$ cat src/rtl/sync_fifo_flags_if.sv
// Bus bundle for sync_fifo_flags: request/data signals from the producer/consumer
// side and status/read data returned by the FIFO.
interface sync_fifo_flags_if #(
  parameter int DATA_WIDTH = 32,
  parameter int FIFO_DEPTH = 8
);
  localparam int CW = $clog2(FIFO_DEPTH) + 1;

  logic                  cs;
  logic                  wr_ena;
  logic                  rd_ena;
  logic                  flush;
  logic [DATA_WIDTH-1:0] data_in;
  logic [DATA_WIDTH-1:0] data_out;
  logic                  full;
  logic                  empty;
  logic                  almost_full;
  logic                  almost_empty;
  logic [CW-1:0]         count;
  logic                  overflow;
  logic                  underflow;

  modport master (
    output cs, wr_ena, rd_ena, flush, data_in,
    input  data_out, full, empty, almost_full, almost_empty, count, overflow, underflow
  );

  modport slave (
    input  cs, wr_ena, rd_ena, flush, data_in,
    output data_out, full, empty, almost_full, almost_empty, count, overflow, underflow
  );
endinterface

$ cat src/rtl/sync_fifo_flags.sv
// Single-clock FIFO with registered read data, level flags and synchronous flush.
// Define SYNC_FIFO_ERR_EN to build sticky overflow/underflow error registers.
module sync_fifo_flags #(
  parameter int DATA_WIDTH = 32,
  parameter int FIFO_DEPTH = 8,
  parameter int AF_LEVEL   = FIFO_DEPTH - 2,
  parameter int AE_LEVEL   = 2
) (
  input  logic               clk,
  input  logic               rst,
  sync_fifo_flags_if.slave   bus
);
  localparam int AW = $clog2(FIFO_DEPTH);
  localparam int CW = AW + 1;
  localparam logic [CW-1:0] AF_THRESH = CW'(AF_LEVEL);
  localparam logic [CW-1:0] AE_THRESH = CW'(AE_LEVEL);

  logic [DATA_WIDTH-1:0] mem [FIFO_DEPTH];
  logic [CW-1:0]         wr_ptr_reg;
  logic [CW-1:0]         rd_ptr_reg;
  logic [CW-1:0]         wr_ptr_next;
  logic [CW-1:0]         rd_ptr_next;
  logic [DATA_WIDTH-1:0] data_out_reg;

  logic [AW-1:0] wr_idx;
  logic [AW-1:0] rd_idx;
  logic [CW-1:0] count_w;
  logic          full_w;
  logic          empty_w;
  logic          flush_acc;
  logic          wr_acc;
  logic          rd_acc;

  // Status is decoded only from the pointer registers, never from inputs.
  assign wr_idx  = wr_ptr_reg[AW-1:0];
  assign rd_idx  = rd_ptr_reg[AW-1:0];
  assign count_w = wr_ptr_reg - rd_ptr_reg;
  assign full_w  = (wr_idx == rd_idx) && (wr_ptr_reg[AW] != rd_ptr_reg[AW]);
  assign empty_w = (wr_ptr_reg == rd_ptr_reg);

  assign flush_acc = bus.cs & bus.flush;
  assign wr_acc    = bus.cs & bus.wr_ena & ~full_w  & ~bus.flush;
  assign rd_acc    = bus.cs & bus.rd_ena & ~empty_w & ~bus.flush;

  always_comb begin
    wr_ptr_next = wr_ptr_reg;
    rd_ptr_next = rd_ptr_reg;
    if (flush_acc) begin
      wr_ptr_next = '0;
      rd_ptr_next = '0;
    end else begin
      if (wr_acc) wr_ptr_next = wr_ptr_reg + CW'(1);
      if (rd_acc) rd_ptr_next = rd_ptr_reg + CW'(1);
    end
  end

  always_ff @(posedge clk or negedge rst) begin
    if (!rst) begin
      wr_ptr_reg   <= '0;
      rd_ptr_reg   <= '0;
      data_out_reg <= '0;
    end else begin
      wr_ptr_reg <= wr_ptr_next;
      rd_ptr_reg <= rd_ptr_next;
      if (rd_acc) data_out_reg <= mem[rd_idx];
    end
  end

  // Storage has no reset so it can map onto block RAM.
  always_ff @(posedge clk) begin
    if (wr_acc) mem[wr_idx] <= bus.data_in;
  end

  assign bus.data_out     = data_out_reg;
  assign bus.count        = count_w;
  assign bus.full         = full_w;
  assign bus.empty        = empty_w;
  assign bus.almost_full  = (count_w >= AF_THRESH);
  assign bus.almost_empty = (count_w <= AE_THRESH);

`ifdef SYNC_FIFO_ERR_EN
  logic overflow_reg;
  logic underflow_reg;

  always_ff @(posedge clk or negedge rst) begin
    if (!rst) begin
      overflow_reg  <= 1'b0;
      underflow_reg <= 1'b0;
    end else if (flush_acc) begin
      overflow_reg  <= 1'b0;
      underflow_reg <= 1'b0;
    end else begin
      if (bus.cs & bus.wr_ena & full_w)  overflow_reg  <= 1'b1;
      if (bus.cs & bus.rd_ena & empty_w) underflow_reg <= 1'b1;
    end
  end

  assign bus.overflow  = overflow_reg;
  assign bus.underflow = underflow_reg;
`else
  assign bus.overflow  = 1'b0;
  assign bus.underflow = 1'b0;
`endif
endmodule

$ cat src/flat_wrapper.sv
// flat-port wrapper written by rule: the top's interface ports become plain ports
module sync_fifo_flags_flat 
#(
  parameter int DATA_WIDTH = 32,
  parameter int FIFO_DEPTH = 8,
  parameter int AF_LEVEL   = FIFO_DEPTH - 2,
  parameter int AE_LEVEL   = 2
)
  (clk, rst, bus_cs, bus_wr_ena, bus_rd_ena, bus_flush, bus_data_in, bus_data_out, bus_full, bus_empty, bus_almost_full, bus_almost_empty, bus_count, bus_overflow, bus_underflow);
  sync_fifo_flags_if #(.DATA_WIDTH(DATA_WIDTH), .FIFO_DEPTH(FIFO_DEPTH)) bus_i ();
  input  logic clk;
  input  logic rst;
  input wire logic [$bits(bus_i.cs)-1:0] bus_cs;
  input wire logic [$bits(bus_i.wr_ena)-1:0] bus_wr_ena;
  input wire logic [$bits(bus_i.rd_ena)-1:0] bus_rd_ena;
  input wire logic [$bits(bus_i.flush)-1:0] bus_flush;
  input wire logic [$bits(bus_i.data_in)-1:0] bus_data_in;
  output wire logic [$bits(bus_i.data_out)-1:0] bus_data_out;
  output wire logic [$bits(bus_i.full)-1:0] bus_full;
  output wire logic [$bits(bus_i.empty)-1:0] bus_empty;
  output wire logic [$bits(bus_i.almost_full)-1:0] bus_almost_full;
  output wire logic [$bits(bus_i.almost_empty)-1:0] bus_almost_empty;
  output wire logic [$bits(bus_i.count)-1:0] bus_count;
  output wire logic [$bits(bus_i.overflow)-1:0] bus_overflow;
  output wire logic [$bits(bus_i.underflow)-1:0] bus_underflow;
  assign bus_i.cs = bus_cs;
  assign bus_i.wr_ena = bus_wr_ena;
  assign bus_i.rd_ena = bus_rd_ena;
  assign bus_i.flush = bus_flush;
  assign bus_i.data_in = bus_data_in;
  assign bus_data_out = bus_i.data_out;
  assign bus_full = bus_i.full;
  assign bus_empty = bus_i.empty;
  assign bus_almost_full = bus_i.almost_full;
  assign bus_almost_empty = bus_i.almost_empty;
  assign bus_count = bus_i.count;
  assign bus_overflow = bus_i.overflow;
  assign bus_underflow = bus_i.underflow;
  sync_fifo_flags #(.DATA_WIDTH(DATA_WIDTH), .FIFO_DEPTH(FIFO_DEPTH), .AF_LEVEL(AF_LEVEL), .AE_LEVEL(AE_LEVEL)) u_core (.clk(clk), .rst(rst), .bus(bus_i));
endmodule
$ cat config.mk
export PLATFORM = sky130hd
export DESIGN_NAME = sync_fifo_flags_flat
export DESIGN_NICKNAME = d
export VERILOG_FILES = /design/src/rtl/sync_fifo_flags_if.sv /design/src/rtl/sync_fifo_flags.sv /design/src/flat_wrapper.sv
export SDC_FILE = /design/constraint.sdc
export NUM_CORES = 1
export LEC_CHECK = 0
export CAP_MARGIN = 20
export CORE_UTILIZATION = 50
export CTS_CLUSTER_SIZE = 10
export DETAILED_ROUTE_END_ITERATION = 16
export PLACE_DENSITY = 0.7
export SLEW_MARGIN = 20
export SYNTH_ARGS = -nofsm -noshare
export SYNTH_HDL_FRONTEND = slang
export SYNTH_SLANG_ARGS = --single-unit
export TNS_END_PERCENT = 30
$ cat constraint.sdc
create_clock -name clk -period 15.4 [get_ports clk]
set_input_delay 3.85 -clock clk [delete_from_list [all_inputs] [get_ports clk]]
set_output_delay 3.85 -clock clk [all_outputs]
set_load 0.005 [all_outputs]
# Yosys cells after proc, flatten, opt, wreduce, memory -nomap -nowiden
# Memory sizes are Yosys's and may differ from the RTL's. A register that Yosys moved wholly into a read port is not among the register bits.
# Cells that the tools add are included.
# word_totals
ramBits	256
inputBits	38
wordCells	31
reg_bits	8
memories	1
# classes
mux	6
n_lt_le_gt_ge	2
eq_ne	3
bitwise_logic	10
reduce_logical	4
add_sub_neg	3
# memory_table
memory	depth	width	rd	rd_clocked_by_memory_dff	wr	line	text
u_core.mem	8	32	1	1	1	sync_fifo_flags.sv:18	logic [DATA_WIDTH-1:0] mem [FIFO_DEPTH];
# op_table
op	count
$mux W4	4
$add A4 B1 Y4 const B	2
$and A1 B1 Y1	7
$eq A4 B4 Y1	1
$ge A4 B3 Y1 const B	1
$le A4 B2 Y1 const B	1
$reduce_bool A2 Y1	2
$sub A4 B4 Y4	1
$eq A3 B3 Y1	1
$not A1 Y1	3
$mux W1	2
$logic_and A1 B1 Y1	1
$logic_not A1 Y1	1
$ne A1 B1 Y1	1

# Longest topological paths before layout
# depth
ltp_word	7
mapped_depth	10
depth_no_buf	6

# Least setup slack after synthesis
# OpenSTA, ideal clock, no wires.
# synth_timing
path_type	input-to-reg
from	in bus_cs
to	mem u_core.mem[0][0] (enable)
n_path_buf	1
stages	3
setup_time_ns	0.502
t_arrival_ns	7.469
setup_slack_ns	7.429
required_ns	14.898
cell_sequence	clkbuf_1 > o2111ai_2 > nor4_1
# synth_between
elab_chain_len	5
# synth_lines
element	line	text
from (decl)	flat_wrapper.sv:13	input wire logic [$bits(bus_i.cs)-1:0] bus_cs;
$and A1 B1 Y1 (3 in series)	sync_fifo_flags.sv:42	assign wr_acc = bus.cs & bus.wr_ena & ~full_w & ~bus.flush;
$mux W1	sync_fifo_flags.sv:71	if (wr_acc) mem[wr_idx] <= bus.data_in;
$mux W1 (implied by the code)	sync_fifo_flags.sv:71	
to (decl)	sync_fifo_flags.sv:18	
# No other way between the ends.

# Worst setup path in the final report
# layout_timing
from	reg u_core.rd_ptr_reg[0]
to	out bus_almost_empty
# layout_between
elab_chain_len	2
# layout_lines
element	line	text
from (decl)	sync_fifo_flags.sv:20	logic [CW-1:0] rd_ptr_reg;
from (signal assigned)	sync_fifo_flags.sv:64	rd_ptr_reg <= rd_ptr_next;
$sub A4 B4 Y4	sync_fifo_flags.sv:37	assign count_w = wr_ptr_reg - rd_ptr_reg;
$le A4 B2 Y1	sync_fifo_flags.sv:79	assign bus.almost_empty = (count_w <= AE_THRESH);
to (decl)	flat_wrapper.sv:22	output wire logic [$bits(bus_i.almost_empty)-1:0] bus_almost_empty;
# No other way between the ends.

==> reports/metrics.csv <==
stage,metric,value,unit
status,status,"finished, violations left",
status,failing checks,DRC,
logic_synthesis,sequential-to-total area share from yosys stat,76.5,%
setup_path,crit path kind,reg -> out,
place,Inst Count DP,926,
cts,Root Buffer,clkbuf_16,
cts,clock buffer depth,3,
hold_path,Hold Crit Depth,2,
finish,Layout Nets,727,
power_and_ir_drop,switching power share of the total,22.8,%
floorplan,FP Rows,54,
place,Port Buf Inserts,77,
floorplan,Ports,80,
sta,clk_skew,0.0189,ns
setup_path,Worst Setup Start Kind,flip-flop,
setup_path,Setup crit end kind,primary output,
place,HPWL Detailed,11400,um
route,DR top layer,met4,
route,Via density,5.77,
sta,Setup Total Neg Slack,0,ns
sta,f_max,147,MHz
setup_path,Critical Path RT,11.55,ns
logic_synthesis,most common flop cell mapped by yosys,edfxtp_1,
route,remaining antenna violation count,0,
sta,final-report setup violation count,0,
logic_synthesis,Mapped Area,0.0114,sq mm
cts,buffer count from post-CTS setup fixing,0,
logic_synthesis,#FFs+latches synth,296,
sta,endpoints failing hold,0,
floorplan,Die Wd,153,um
logic_synthesis,Synth cell types,37,
logic_synthesis,asr flop ratio synth,13.5,%
route,WL met2,11000,um
sta,RSZ-0062 raised after global routing,no,
setup_path,worst-path maximum fanout,31,
logic_synthesis,Cells after Synth,586,
power_and_ir_drop,register share of total power,48.5,%
cts,cts hold-fix bufs,0,
logic_synthesis,Post-Syn Area per Cell,19.4,sq um
floorplan,Die Ht,153,um
power_and_ir_drop,Pwr per Cell Area,149,mW/mm^2
logic_synthesis,Yosys warning total,0,
logic_synthesis,number of flops mapped to enable cells by yosys,256,
power_and_ir_drop,Comb pwr share,15.0,%
power_and_ir_drop,NetSw,456,uW
cts,Worst-path clk slew,0.06,ns
setup_path,endpoint of the worst register-to-register path,u_core.bus.data_out[31],
power_and_ir_drop,internal power,1.55,mW
route,vias post-DR,5716,
cts,Resized cells post-CTS,0,
cts,TritonCTS clock tree,built,
finish,"commonest non-fill, non-tap cells in the layout","edfxtp_1, clkdlybuf4s50_1, nand2_1, mux4_2, dfrtp_1",
hold_path,HP Class,reg -> reg,
power_and_ir_drop,total power,2.00,mW
setup_path,worst r2r path cells,6,
setup_path,slowest CP cell,dfrtp_4,
sta,Slew Limit Fails,0,
finish,"most common cell after layout, fill and taps aside",edfxtp_1,
global_route,first-pass GRT wire length,35000,um
route,DR DRC count,6,
cts,clock sink count,296,
finish,diode count,0,
setup_path,crit-path cells,ha_1 > fa_1 > inv_1 > a221oi_1 > clkdlybuf4s50_1,
cts,H-tree depth,2,
setup_path,CP Launch Point,u_core.rd_ptr_reg[0],
sta,fin crit period,6.80,ns
finish,fraction of layout cells with a size suffix above 1,19.0,%
sta,fin crit share,44.1,%
power_and_ir_drop,Clock power frac,36.5,%
finish,Layout area overhead,18.6,%
finish,fin cells,990,
route,first-pass iteration count of the detailed router,11,
floorplan,Core ar.,0.0220,sq mm
route,number of DRC markers in iteration 0,336,
hold_path,hold path endpoint,u_core.bus.data_out[2],
hold_path,Hold Crit Start,u_core.bus.data_out[2],
setup_path,max incr delay on CP,0.71,ns
floorplan,die area,0.0233,sq mm
global_route,global route overflow,0,
job,max-cap viol count,0,
global_route,largest net degree at the start of global routing,56,
setup_path,CP arrival,2.95,ns
sta,worst slew pin tran,0.829,ns
global_route,initial antenna violation count,1,
route,final wirelength,22500,um
place,Routability Congestion,0.782,
cts,cts bufs inserted,35,
global_route,gr usage total,20.3,%
route,Met3 Routed Length,1440,um
cts,Clock Latency Late Sink,0.51,ns
global_route,vias in the first global route,6000,
route,WL/cell,22.7,um
sta,Max-slew headroom,44.7,%
power_and_ir_drop,P_leak,4.43,nW
floorplan,Initial Utilization,51.5,%
setup_path,r2r setup slk,12.43,ns
power_and_ir_drop,Peak supply drop,82.8,uV
finish,max reg flops,256,
route,WL met1,9700,um
setup_path,r2r startpoint,u_core.rd_ptr_reg[0],
synthesized netlist by cell type, types with 2 or more instances:
library cell | count | area, sq um
o2111a_1 | 2 | 22.5
nand3_1 | 4 | 20.0
a21oi_1 | 2 | 10.0
nor4_1 | 3 | 18.8
a22o_1 | 2 | 17.5
clkbuf_1 | 11 | 41.3
buf_4 | 7 | 52.6
xnor2_1 | 4 | 35.0
edfxtp_1 | 256 | 7690
a31oi_1 | 32 | 200
nor3_1 | 4 | 20.0
dfrtp_1 | 40 | 1000
nor2_1 | 35 | 131
buf_2 | 9 | 45.0
and3_1 | 2 | 12.5
o21ai_0 | 3 | 15.0
inv_1 | 7 | 26.3
nand2_1 | 71 | 267
mux4_2 | 64 | 1440
buf_6 | 6 | 67.6
mux2i_1 | 2 | 20.0
ha_1 | 5 | 62.6
power by group through the flow:
stage               Clock, mW  Sequential (mW)  Combinational, mW
floorplan                   0            0.967              0.170
global placement            0            0.987              0.296
detailed placement          0            0.989              0.303
CTS                     0.745            0.974              0.304
global route            0.781            0.980              0.326
finish                  0.731            0.972              0.299
worst max-delay path: cells and delay by family, from the launching register on:
kind	cells	cell delay, ns
AO/OA/AOI/OAI	1	0.30
adder cells (fa/ha/maj)	2	0.82
flip-flops	1	0.71
buffers and inverters	2	0.61
final cells by class:
type	count	area, sq um
well taps	280	350
inverters	8	30.0
clock inverters	3	30.0
fillers	1536	8560
multi-input cells	249	2480
repair buffers	93	886
flip-flops and latches	296	8690
clock buffers	61	995
metal layers:
metal / vias to the layer above / global-route usage [%]
li1: 2522 / -
met1: 2972 / 27.9
met2: 188 / 32.8
met3: 34 / 4.61
met4: 0 / 6.16
met5: - / 0
how the worst max path moves through the flow:
stage | to | slack [ns] | cells after the start
2_1_floorplan | u_core.mem[0][0] | 7.43 | 3
3_3_place_gp | bus_almost_empty | 9.12 | 5
3_5_place_dp | bus_almost_empty | 9.07 | 5
4_1_cts | bus_almost_empty | 8.55 | 5
5_1_grt | bus_almost_empty | 8.39 | 6
6_report | bus_almost_empty | 8.60 | 5
metrics by stage:
stage / cell area (sq um) / setup WS [ns] / utilization, % / hold slack [ns]
after global routing: 13500 / 8.39 / 61.1 / 0.576
after global placement: 12400 / 9.12 / 56.5 / 0.532
after floorplan: 11400 / 7.43 / - / 0.540
after CTS: 13500 / 8.55 / 61.1 / 0.554
final: 13500 / 8.60 / 61.1 / 0.548
after detailed placement: 12400 / 9.07 / 56.5 / 0.546
cell families after synthesis:
logic type / share of synthesized area, %
DFF: 76.5
and+or+nand+nor: 4.32
muxes: 13.0
AOI/OAI and AO/OA: 2.84
buffers and inverters: 2.12
adders and majority gates: 0.727
xor gates and xnor gates: 0.452
other: 0.0330
Power figures use the tool's default switching activity.
